--- config.mk ---
export PLATFORM = sky130hd
export DESIGN_NAME = ahb_burst_addr_gen
export DESIGN_NICKNAME = d
export VERILOG_FILES = /design/src/rtl/ahb_burst_addr_gen.sv
export SDC_FILE = /design/constraint.sdc
export NUM_CORES = 1
export LEC_CHECK = 0
export CAP_MARGIN = 25
export CORE_UTILIZATION = 25
export CTS_BUF_LIST = sky130_fd_sc_hd__clkbuf_16
export CTS_CLUSTER_DIAMETER = 200
export DETAILED_ROUTE_END_ITERATION = 16
export HOLD_SLACK_MARGIN = 0.12
export SLEW_MARGIN = 20
export SYNTH_ARGS = -nofsm -noshare
export SYNTH_HDL_FRONTEND = slang
export SYNTH_SLANG_ARGS = --single-unit
--- constraint.sdc ---
create_clock -name HCLK -period 3.7 [get_ports HCLK]
set_clock_uncertainty 0.2 [all_clocks]
set_input_delay 1.11 -clock HCLK [delete_from_list [all_inputs] [get_ports HCLK]]
set_output_delay 1.11 -clock HCLK [all_outputs]
set_load 0.05 [all_outputs]
--- src/rtl/ahb_burst_addr_gen.sv ---
// ahb_burst_addr_gen: AHB-Lite master address-phase sequencer, one burst command at a time.
// Define AHB_BUSY_INSERT_EN to let stall_req insert BUSY transfers inside a burst.
module ahb_burst_addr_gen #(
    parameter int ADDR_WIDTH   = 32,
    parameter int DATA_WIDTH   = 32,
    parameter int HBURST_WIDTH = 3,
    parameter int LEN_WIDTH    = 8
) (
    input  logic                    HCLK,
    input  logic                    HRESETn,
    input  logic                    cmd_valid,
    output logic                    cmd_ready,
    input  logic [ADDR_WIDTH-1:0]   cmd_addr,
    input  logic [HBURST_WIDTH-1:0] cmd_burst,
    input  logic [2:0]              cmd_size,
    input  logic                    cmd_write,
    input  logic [LEN_WIDTH-1:0]    cmd_len,
    input  logic                    stall_req,
    input  logic                    HREADY,
    input  logic                    HRESP,
    output logic [ADDR_WIDTH-1:0]   HADDR,
    output logic [1:0]              HTRANS,
    output logic [HBURST_WIDTH-1:0] HBURST,
    output logic [2:0]              HSIZE,
    output logic                    HWRITE,
    output logic                    done,
    output logic                    err
);
    localparam int BW = (LEN_WIDTH + 1 > 5) ? LEN_WIDTH + 1 : 5;
    localparam logic [2:0] MAX_SIZE = 3'($clog2(DATA_WIDTH / 8));
    localparam logic [1:0] T_IDLE = 2'd0, T_BUSY = 2'd1, T_NONSEQ = 2'd2, T_SEQ = 2'd3;
    typedef enum logic [2:0] {S_IDLE, S_ADDR, S_BURST, S_DRAIN, S_ERR} state_t;
    state_t                  state_q, state_d;
    logic [ADDR_WIDTH-1:0]   addr_q, addr_d, mask_q, mask_d;
    logic [1:0]              trans_q, trans_d, resume_q, resume_d;
    logic [HBURST_WIDTH-1:0] burst_q, burst_d;
    logic [2:0]              size_q, size_d;
    logic                    write_q, write_d, done_q, done_d, err_q, err_d;
    logic                    ready_q, ready_d, incr_q, incr_d, dph_q, dph_d;
    logic [BW-1:0]           left_q, left_d;
    logic [BW-1:0]           c_beats;
    logic [ADDR_WIDTH-1:0]   c_inc, c_addr, c_last, inc, nxt_addr;
    logic                    c_wrap, c_cross, c_to_incr, c_bad, stall_en, busy_go;
    logic [1:0]              nxt_type;
    assign c_beats = (cmd_burst[2:0] == 3'd0) ? BW'(1) :
                     (cmd_burst[2:0] == 3'd1) ? BW'(cmd_len) + BW'(1) :
                     (cmd_burst[2:1] == 2'd1) ? BW'(4) :
                     (cmd_burst[2:1] == 2'd2) ? BW'(8) : BW'(16);
    assign c_inc     = ADDR_WIDTH'(1) << cmd_size;
    assign c_addr    = cmd_addr & ~(c_inc - ADDR_WIDTH'(1));
    assign c_last    = c_addr + ((ADDR_WIDTH'(c_beats) - ADDR_WIDTH'(1)) << cmd_size);
    assign c_cross   = c_last[ADDR_WIDTH-1:10] != c_addr[ADDR_WIDTH-1:10];
    assign c_wrap    = !cmd_burst[0] && (cmd_burst[2:0] != 3'd0);
    // Undefined-length INCR and fixed INCRn that would cross a 1KB page both run as INCR.
    assign c_to_incr = (cmd_burst[2:0] == 3'd1) || (cmd_burst[0] && cmd_burst[2:1] != 2'd0 && c_cross);
    assign c_bad     = cmd_size > MAX_SIZE;
    // A single mask covers both cases: all-ones for incrementing, boundary-1 for wrapping.
    assign inc       = ADDR_WIDTH'(1) << size_q;
    assign nxt_addr  = (addr_q & ~mask_q) | ((addr_q + inc) & mask_q);
    assign nxt_type  = (incr_q && nxt_addr[9:0] == 10'd0) ? T_NONSEQ : T_SEQ;
`ifdef AHB_BUSY_INSERT_EN
    assign stall_en  = stall_req;
`else
    logic unused_stall;
    assign unused_stall = stall_req;
    assign stall_en  = 1'b0;
`endif
    assign busy_go   = stall_en && (left_q > BW'(2) || incr_q);
    always_comb begin
        state_d  = state_q;
        addr_d   = addr_q;
        trans_d  = trans_q;
        burst_d  = burst_q;
        size_d   = size_q;
        write_d  = write_q;
        left_d   = left_q;
        mask_d   = mask_q;
        incr_d   = incr_q;
        resume_d = resume_q;
        done_d   = 1'b0;
        err_d    = 1'b0;
        dph_d    = HREADY ? trans_q[1] : dph_q;
        case (state_q)
            S_IDLE: begin
                trans_d = T_IDLE;
                if (cmd_valid && ready_q) begin
                    if (c_bad) begin
                        done_d = 1'b1;
                        err_d  = 1'b1;
                    end else begin
                        addr_d  = c_addr;
                        burst_d = c_to_incr ? HBURST_WIDTH'(1) : cmd_burst;
                        size_d  = cmd_size;
                        write_d = cmd_write;
                        left_d  = c_beats;
                        mask_d  = c_wrap ? (ADDR_WIDTH'(c_beats) << cmd_size) - ADDR_WIDTH'(1) : '1;
                        incr_d  = c_to_incr;
                        trans_d = T_NONSEQ;
                        state_d = S_ADDR;
                    end
                end
            end
            S_ADDR, S_BURST: begin
                if (!HREADY && HRESP && dph_q) begin
                    trans_d = T_IDLE;
                    state_d = S_ERR;
                end else if (HREADY && trans_q[1]) begin
                    if (left_q == BW'(1)) begin
                        trans_d = T_IDLE;
                        state_d = S_DRAIN;
                    end else begin
                        addr_d   = nxt_addr;
                        left_d   = left_q - BW'(1);
                        trans_d  = busy_go ? T_BUSY : nxt_type;
                        resume_d = nxt_type;
                        state_d  = S_BURST;
                    end
                end else if (HREADY) begin
                    trans_d = stall_en ? T_BUSY : resume_q;
                end
            end
            S_DRAIN: begin
                if (!HREADY && HRESP && dph_q) begin
                    state_d = S_ERR;
                end else if (HREADY) begin
                    done_d  = 1'b1;
                    state_d = S_IDLE;
                end
            end
            S_ERR: begin
                trans_d = T_IDLE;
                if (HREADY) begin
                    done_d  = 1'b1;
                    err_d   = 1'b1;
                    state_d = S_IDLE;
                end
            end
            default: state_d = S_IDLE;
        endcase
        ready_d = (state_d == S_IDLE) && !done_d;
    end
    always_ff @(posedge HCLK or negedge HRESETn) begin
        if (!HRESETn) begin
            state_q  <= S_IDLE;
            addr_q   <= '0;
            trans_q  <= T_IDLE;
            burst_q  <= '0;
            size_q   <= '0;
            write_q  <= 1'b0;
            done_q   <= 1'b0;
            err_q    <= 1'b0;
            ready_q  <= 1'b1;
            left_q   <= '0;
            mask_q   <= '0;
            incr_q   <= 1'b0;
            resume_q <= T_IDLE;
            dph_q    <= 1'b0;
        end else begin
            state_q  <= state_d;
            addr_q   <= addr_d;
            trans_q  <= trans_d;
            burst_q  <= burst_d;
            size_q   <= size_d;
            write_q  <= write_d;
            done_q   <= done_d;
            err_q    <= err_d;
            ready_q  <= ready_d;
            left_q   <= left_d;
            mask_q   <= mask_d;
            incr_q   <= incr_d;
            resume_q <= resume_d;
            dph_q    <= dph_d;
        end
    end
    assign cmd_ready = ready_q;
    assign HADDR     = addr_q;
    assign HTRANS    = trans_q;
    assign HBURST    = burst_q;
    assign HSIZE     = size_q;
    assign HWRITE    = write_q;
    assign done      = done_q;
    assign err       = err_q;
endmodule

Word level (Yosys, flattened, before mapping)
Index checks and enable logic that the tools add are counted.

word-level totals
  flip-flop bits (word level) = 92
  input bits = 53
  output and inout port bits = 44
  word-level logic and storage cells = 116

cells by class
  $add $sub $neg = 7
  $lt $le $gt $ge = 1
  equality and inequality tests = 15
  shift-type cells = 4
  muxes and demuxes = 40
  bitwise operators = 9
  reductions and logical operators = 26

operators with widths
  operator                                              number
  two-way mux 32 bit                                    6
  bitwise AND 32 bit                                    3
  adder 32 bit                                          2
  inverter 32 bit                                       2
  one-hot mux 32 bit (2 select lines)                   1
  << shifter 1 x 3 -> 32 bit (first input constant)     2
  subtractor 32 x 1 -> 32 bit (second input constant)   2
  two-way mux 9 bit                                     7
  bitwise OR 32 bit                                     1
  << shifter 32 x 3 -> 32 bit                           1
  << shifter 9 x 3 -> 32 bit                            1
  != test 22 bit                                        1
  two-way mux 3 bit                                     7
  one-hot mux 9 bit (2 select lines)                    1
  two-way mux 2 bit                                     6
  one-hot mux 3 bit (4 select lines)                    1
  zero test 10 bit                                      1
  two-way mux 5 bit                                     2
  != test 2 bit (second input constant)                 5
  subtractor 9 x 1 -> 10 bit (second input constant)    1
  adder 8 x 1 -> 9 bit (second input constant)          1
  equality test 9 x 1 -> 1 bit (second input constant)  1
  logical AND 1 bit                                     9
  zero test 3 bit                                       3
  22 further kinds                                      35

Longest topological paths before layout
  depth after elaboration = 12
  depth in mapped cells = 23
  depth with buffers taken out = 21

Worst setup path after synthesis
Ideal clock, no wire load.

  path kind = input port to flip-flop
  start = input cmd_len[0]
  end = register incr_q
  library setup time = 124 ps
  arrival time = 5060 ps
  required time = 3376 ps
  slack = -1685 ps
  stages on the path = 22
  buffers on the path = 2
  cells stage by stage = ha_1 > nand3_1 > xor2_1 > o22ai_1 > nor3_2 > nand3_1 > or3_1 > buf_2 > inv_1 > nand2_1 > o21ai_1 > ha_1 > clkbuf_1 > a21o_1 > o21a_1 > a221oi_1 > o211ai_1 > nand4_1 > o311ai_1 > nor4_1 > nand4_1 > a21boi_1

between the ends
  longest elaborated chain between the ends = 9

RTL lines
  what                         RTL line  text
  start, declared              17        input logic [LEN_WIDTH-1:0] cmd_len,
  adder 8 x 1 -> 9 bit         46        (cmd_burst[2:0] == 3'd1) ? BW'(cmd_len) + BW'(1) :
  two-way mux 9 bit            46
  two-way mux 9 bit            45        assign c_beats = (cmd_burst[2:0] == 3'd0) ? BW'(1) :
  subtractor 9 x 1 -> 10 bit   51        assign c_last = c_addr + ((ADDR_WIDTH'(c_beats) - ADDR_WIDTH'(1)) << cmd_size);
  << shifter 32 x 3 -> 32 bit  51
  adder 32 bit                 51
  != test 22 bit               52        assign c_cross = c_last[ADDR_WIDTH-1:10] != c_addr[ADDR_WIDTH-1:10];
  logical AND 1 bit            55        assign c_to_incr = (cmd_burst[2:0] == 3'd1) || (cmd_burst[0] && cmd_burst[2:1] != 2'd0 && c_cross);
  logical OR 1 bit             55
  end signal, assigned         170       incr_q <= incr_d;
  end, declared                39        logic ready_q, ready_d, incr_q, incr_d, dph_q, dph_d;

No other way between the ends.
A chain may end at the register's enable or synchronous reset.

Worst setup path after layout
  start = input cmd_burst[2]
  end = register incr_q

between the ends
  longest elaborated chain between the ends = 11
  elaborated cells between the ends (all ways) = 16
  classes of those cells = add/sub: 2; eq/ne: 4; shift: 1; mux: 4; reduce/logical: 5

RTL lines
  what                         RTL line  text
  start, declared              14        input logic [HBURST_WIDTH-1:0] cmd_burst,
  equality test 2 bit          48        (cmd_burst[2:1] == 2'd2) ? BW'(8) : BW'(16);
  two-way mux 5 bit            48
  two-way mux 5 bit            47        (cmd_burst[2:1] == 2'd1) ? BW'(4) :
  two-way mux 9 bit            46
  two-way mux 9 bit            45
  subtractor 9 x 1 -> 10 bit   51
  << shifter 32 x 3 -> 32 bit  51
  adder 32 bit                 51
  != test 22 bit               52
  logical AND 1 bit            55
  logical OR 1 bit *           55

Every way passes the cells marked *; elsewhere a longest branch is shown, timed or not.

==> flow_summary_export.csv <==
group,metric,value,unit
synthesis,synth_area_leader_cell,"dfrtp_1",
critical_path,r2r_start,"HSIZE[2]$_DFFE_PN0P_",
floorplanning,die_area,34700,µm²
synthesis,synthTopCellsByCount,"114 x a21oi_1, 103 x nand2_1, 90 x dfrtp_1, 90 x nor2_1, 77 x o21ai_0",
job,maxCapViolCount,0,
power_and_ir_drop,vdd_drop_max,0.411,mV
global_routing,grt.busiest_layer,"met2",
final_layout,nFillCells,3421,
outcome,status,"finished with violations",
min_path,min-delay-start,"mask_q[17]$_DFFE_PN0P_",
sta,fin_crit_sh,1.48,
global_routing,grt_max_degree,77,
global_routing,grt_use_met2,0.336,
final_layout,syn_to_final_growth,50.2,%
min_path,holdPathEnd,"mask_q[17]$_DFFE_PN0P_",
routing,wl,33.1,mm
synthesis,synth_area_leaders,"dfrtp_1 27%, ha_1 7.1%, a21oi_1 6.7%, nand2_1 4.6%, o21ai_0 4.5%",
synthesis,synth-edff-count,0,
synthesis,synth.most_common_cell,"a21oi_1",
cts,h-tree-depth,3,
power_and_ir_drop,p_per_area,618,nW/µm²
sta,final.setup.worst_slack,-1.78,ns
min_path,hold_depth,1,
sta,fin_tns_setup,-12.61,ns
routing,drc_errors,0,
cts,clkTransAtPathRegs,0.07,ns
synthesis,synth_ff_type,"dfrtp_1",
synthesis,ys_types,87,
min_path,hold_path_class,"reg -> reg",
cts,cts_root_buffer,"clkbuf_16",
routing,post_drt_wl_per_cell,17.6,µm
place,place_congestion,0.937,
routing,num_vias,9687,
critical_path,crit_fanout,6,
synthesis,syn_inst,1110,
cts,numCtsBuffers,9,
synthesis,synth_warnings,0,
final_layout,fin_cells,1877,
critical_path,worstPathRequired,3.74,ns
synthesis,syn_nets,1212,
synthesis,ys_seq_area_frac,0.269,
cts,cts.sinks,91,
final_layout,drive_above_1_share,0.293,
global_routing,grt_pass1_vias,9474,
sta,fin_crit,5.48,ns
sta,finalHoldViolCount,0,
place,io_buffers,95,
floorplanning,ios,97,
floorplanning,start_util,0.254,
sta,slew-limit-headroom,0.475,
sta,fin_hold_ws,0.272,ns
synthesis,syn_area,8490,µm²
critical_path,r2r_slack,0.17,ns
cts,clock_latency,0.34,ns
routing,via_per_inst,5.16,
global_routing,overflow,0,
synthesis,yosysTopAreaCellShare,0.265,
outcome,violations,"setup timing",
final_layout,nets,1526,
global_routing,met3_usage,0.0202,
sta,tightest_slew,0.788,ns
floorplanning,core_area,33400,µm²
critical_path,endpoint_kind,"register",
place,dp_hpwl,26.4,mm
cts,clock_path_buffers,2,
sta,grt_setup_unrepaired,"yes",
global_routing,grt_pass1_wl,51.0,mm
critical_path,worstPathArrival,5.51,ns
cts,cts_tree,"done",
sta,max_freq,183,MHz
synthesis,synth-seq-cells,91,
critical_path,crit_type,"in -> reg",
global_routing,grtUsageMet1,0.244,
sta,slew_violations,0,
routing,drtPass1Iterations,7,
floorplanning,fp.dieH,186,µm
floorplanning,row_count,67,
floorplanning,die-width,186,µm
power_and_ir_drop,p_leak,0.00555,µW
routing,postRouteAntennaNets,0,
global_routing,grtUsageTotal,0.190,
place,placedCellCount,1837,
critical_path,crit_path_start_kind,"primary input",
final_layout,diodes,0,
routing,initialDrtViolationCount,622,
global_routing,antenna_found_initial,0,
critical_path,rr_worst_depth,12,
synthesis,async_flop_share,1.00,
sta,setup_viol_count_final,65,
cts,ctsHoldBuffers,0,
synthesis,avgSynthCellArea,7.64,µm²
==> layout make-up <==
class | instances | area, µm² | area share
Clock buffer | 9 | 225 | 0.0177
Inverter | 38 | 148 | 0.0116
Clock inverter | 7 | 76.3 | 0.00599
Tap cell | 448 | 561 | 0.0440
Timing Repair Buffer | 390 | 3260 | 0.256
Sequential cell | 91 | 2280 | 0.179
Multi-Input combinational cell | 894 | 6190 | 0.486
==> cells by family (layout without fill, tap and decap cells) <==
| logic type | count (synthesis) | after routing | synth area share |
|---|---|---|---|
| and+or+nand+nor | 377 | 377 | 0.221 |
| buffers and inverters | 125 | 444 | 0.0587 |
| DFF | 91 | 91 | 0.269 |
| adders and majority gates | 49 | 49 | 0.0731 |
| AOI/OAI and AO/OA | 400 | 400 | 0.305 |
| xor gates and xnor gates | 44 | 44 | 0.0454 |
| muxes | 24 | 24 | 0.0288 |
==> per-layer routing <==
metal	vias up	share of wire	routed length [µm]
met4	0	0.024	798
met3	47	0.037	1240
met5	-	0	0
met2	258	0.49	16200
li1	4702	-	-
met1	4680	0.45	14800
==> power breakdown <==
| group | internal [µW] | switching, µW | total, µW |
|---|---|---|---|
| sequential | 1450 | 475 | 1920 |
| combinational | 2050 | 2950 | 5000 |
| clock | 529 | 417 | 946 |
| total | 4030 | 3840 | 7870 |
==> per-stage QoR <==
| stage | setup WS (ns) | cell area [µm²] | util | power (µW) |
|---|---|---|---|---|
| 3_3_place_gp | -2.56 | 11900 | 0.357 | 6690 |
| 5_1_grt | -1.94 | 12700 | 0.381 | 8410 |
| 3_5_place_dp | -2.61 | 11900 | 0.357 | 6760 |
| 2_1_floorplan | -1.30 | 8670 | - | 4920 |
| 4_1_cts | -1.77 | 12500 | 0.375 | 7800 |
| 6_report | -1.78 | 12700 | 0.381 | 7870 |
==> placed cells by master (no fill, tap or decap), types with 12 or more instances in the layout <==
master,instances
buf_4,278
a21oi_1,107
nand2_1,101
dfrtp_1,89
nor2_1,88
clkdlybuf4s50_1,83
o21ai_0,66
ha_1,43
nand3_1,36
inv_1,34
nand4_1,32
o21a_1,30
o21ai_1,22
xnor2_1,22
a21o_1,22
nor3_1,19
a31oi_1,19
mux2i_1,18
o22ai_1,18
xor2_1,17
and3_1,16
nor2b_1,15
buf_6,12
==> critical path, stage by stage <==
cell and delay [ns]:
buf_6 0.10, buf_6 0.12, or3b_4 0.45, buf_4 0.16
o22ai_4 0.20, nor3_4 0.07, nand3_2 0.08, buf_4 0.11
xor2_2 0.16, a21oi_2 0.08, mux2i_2 0.17, mux2i_1 0.11
ha_1 0.35, buf_4 0.13, buf_4 0.12, inv_1 0.05
o221a_4 0.26, buf_4 0.14, a21oi_4 0.20, o21ai_4 0.10
o21ai_1 0.26, o41ai_2 0.12, nor4_2 0.25, nand4_1 0.24
buf_4 0.22, a21boi_2 0.14
==> worst max path at each step <==
stage	to	depth (start not counted)	from
finish	incr_q$_DFFE_PN0P_	26	cmd_burst[2]
global placement	incr_q$_DFFE_PN0P_	22	cmd_burst[2]
detailed placement	incr_q$_DFFE_PN0P_	22	cmd_len[0]
global route	incr_q$_DFFE_PN0P_	27	cmd_burst[2]
floorplan	incr_q$_DFFE_PN0P_	21	cmd_len[0]
CTS	incr_q$_DFFE_PN0P_	22	cmd_burst[1]
==> what timing repair did <==
action | in CTS | in global routing
endpoints found under the setup margin | 69 | 73
pin swaps | 32 | 34
setup buffers | 15 | 9
resized for setup | 76 | 43
(Power assumes the default switching activity.)
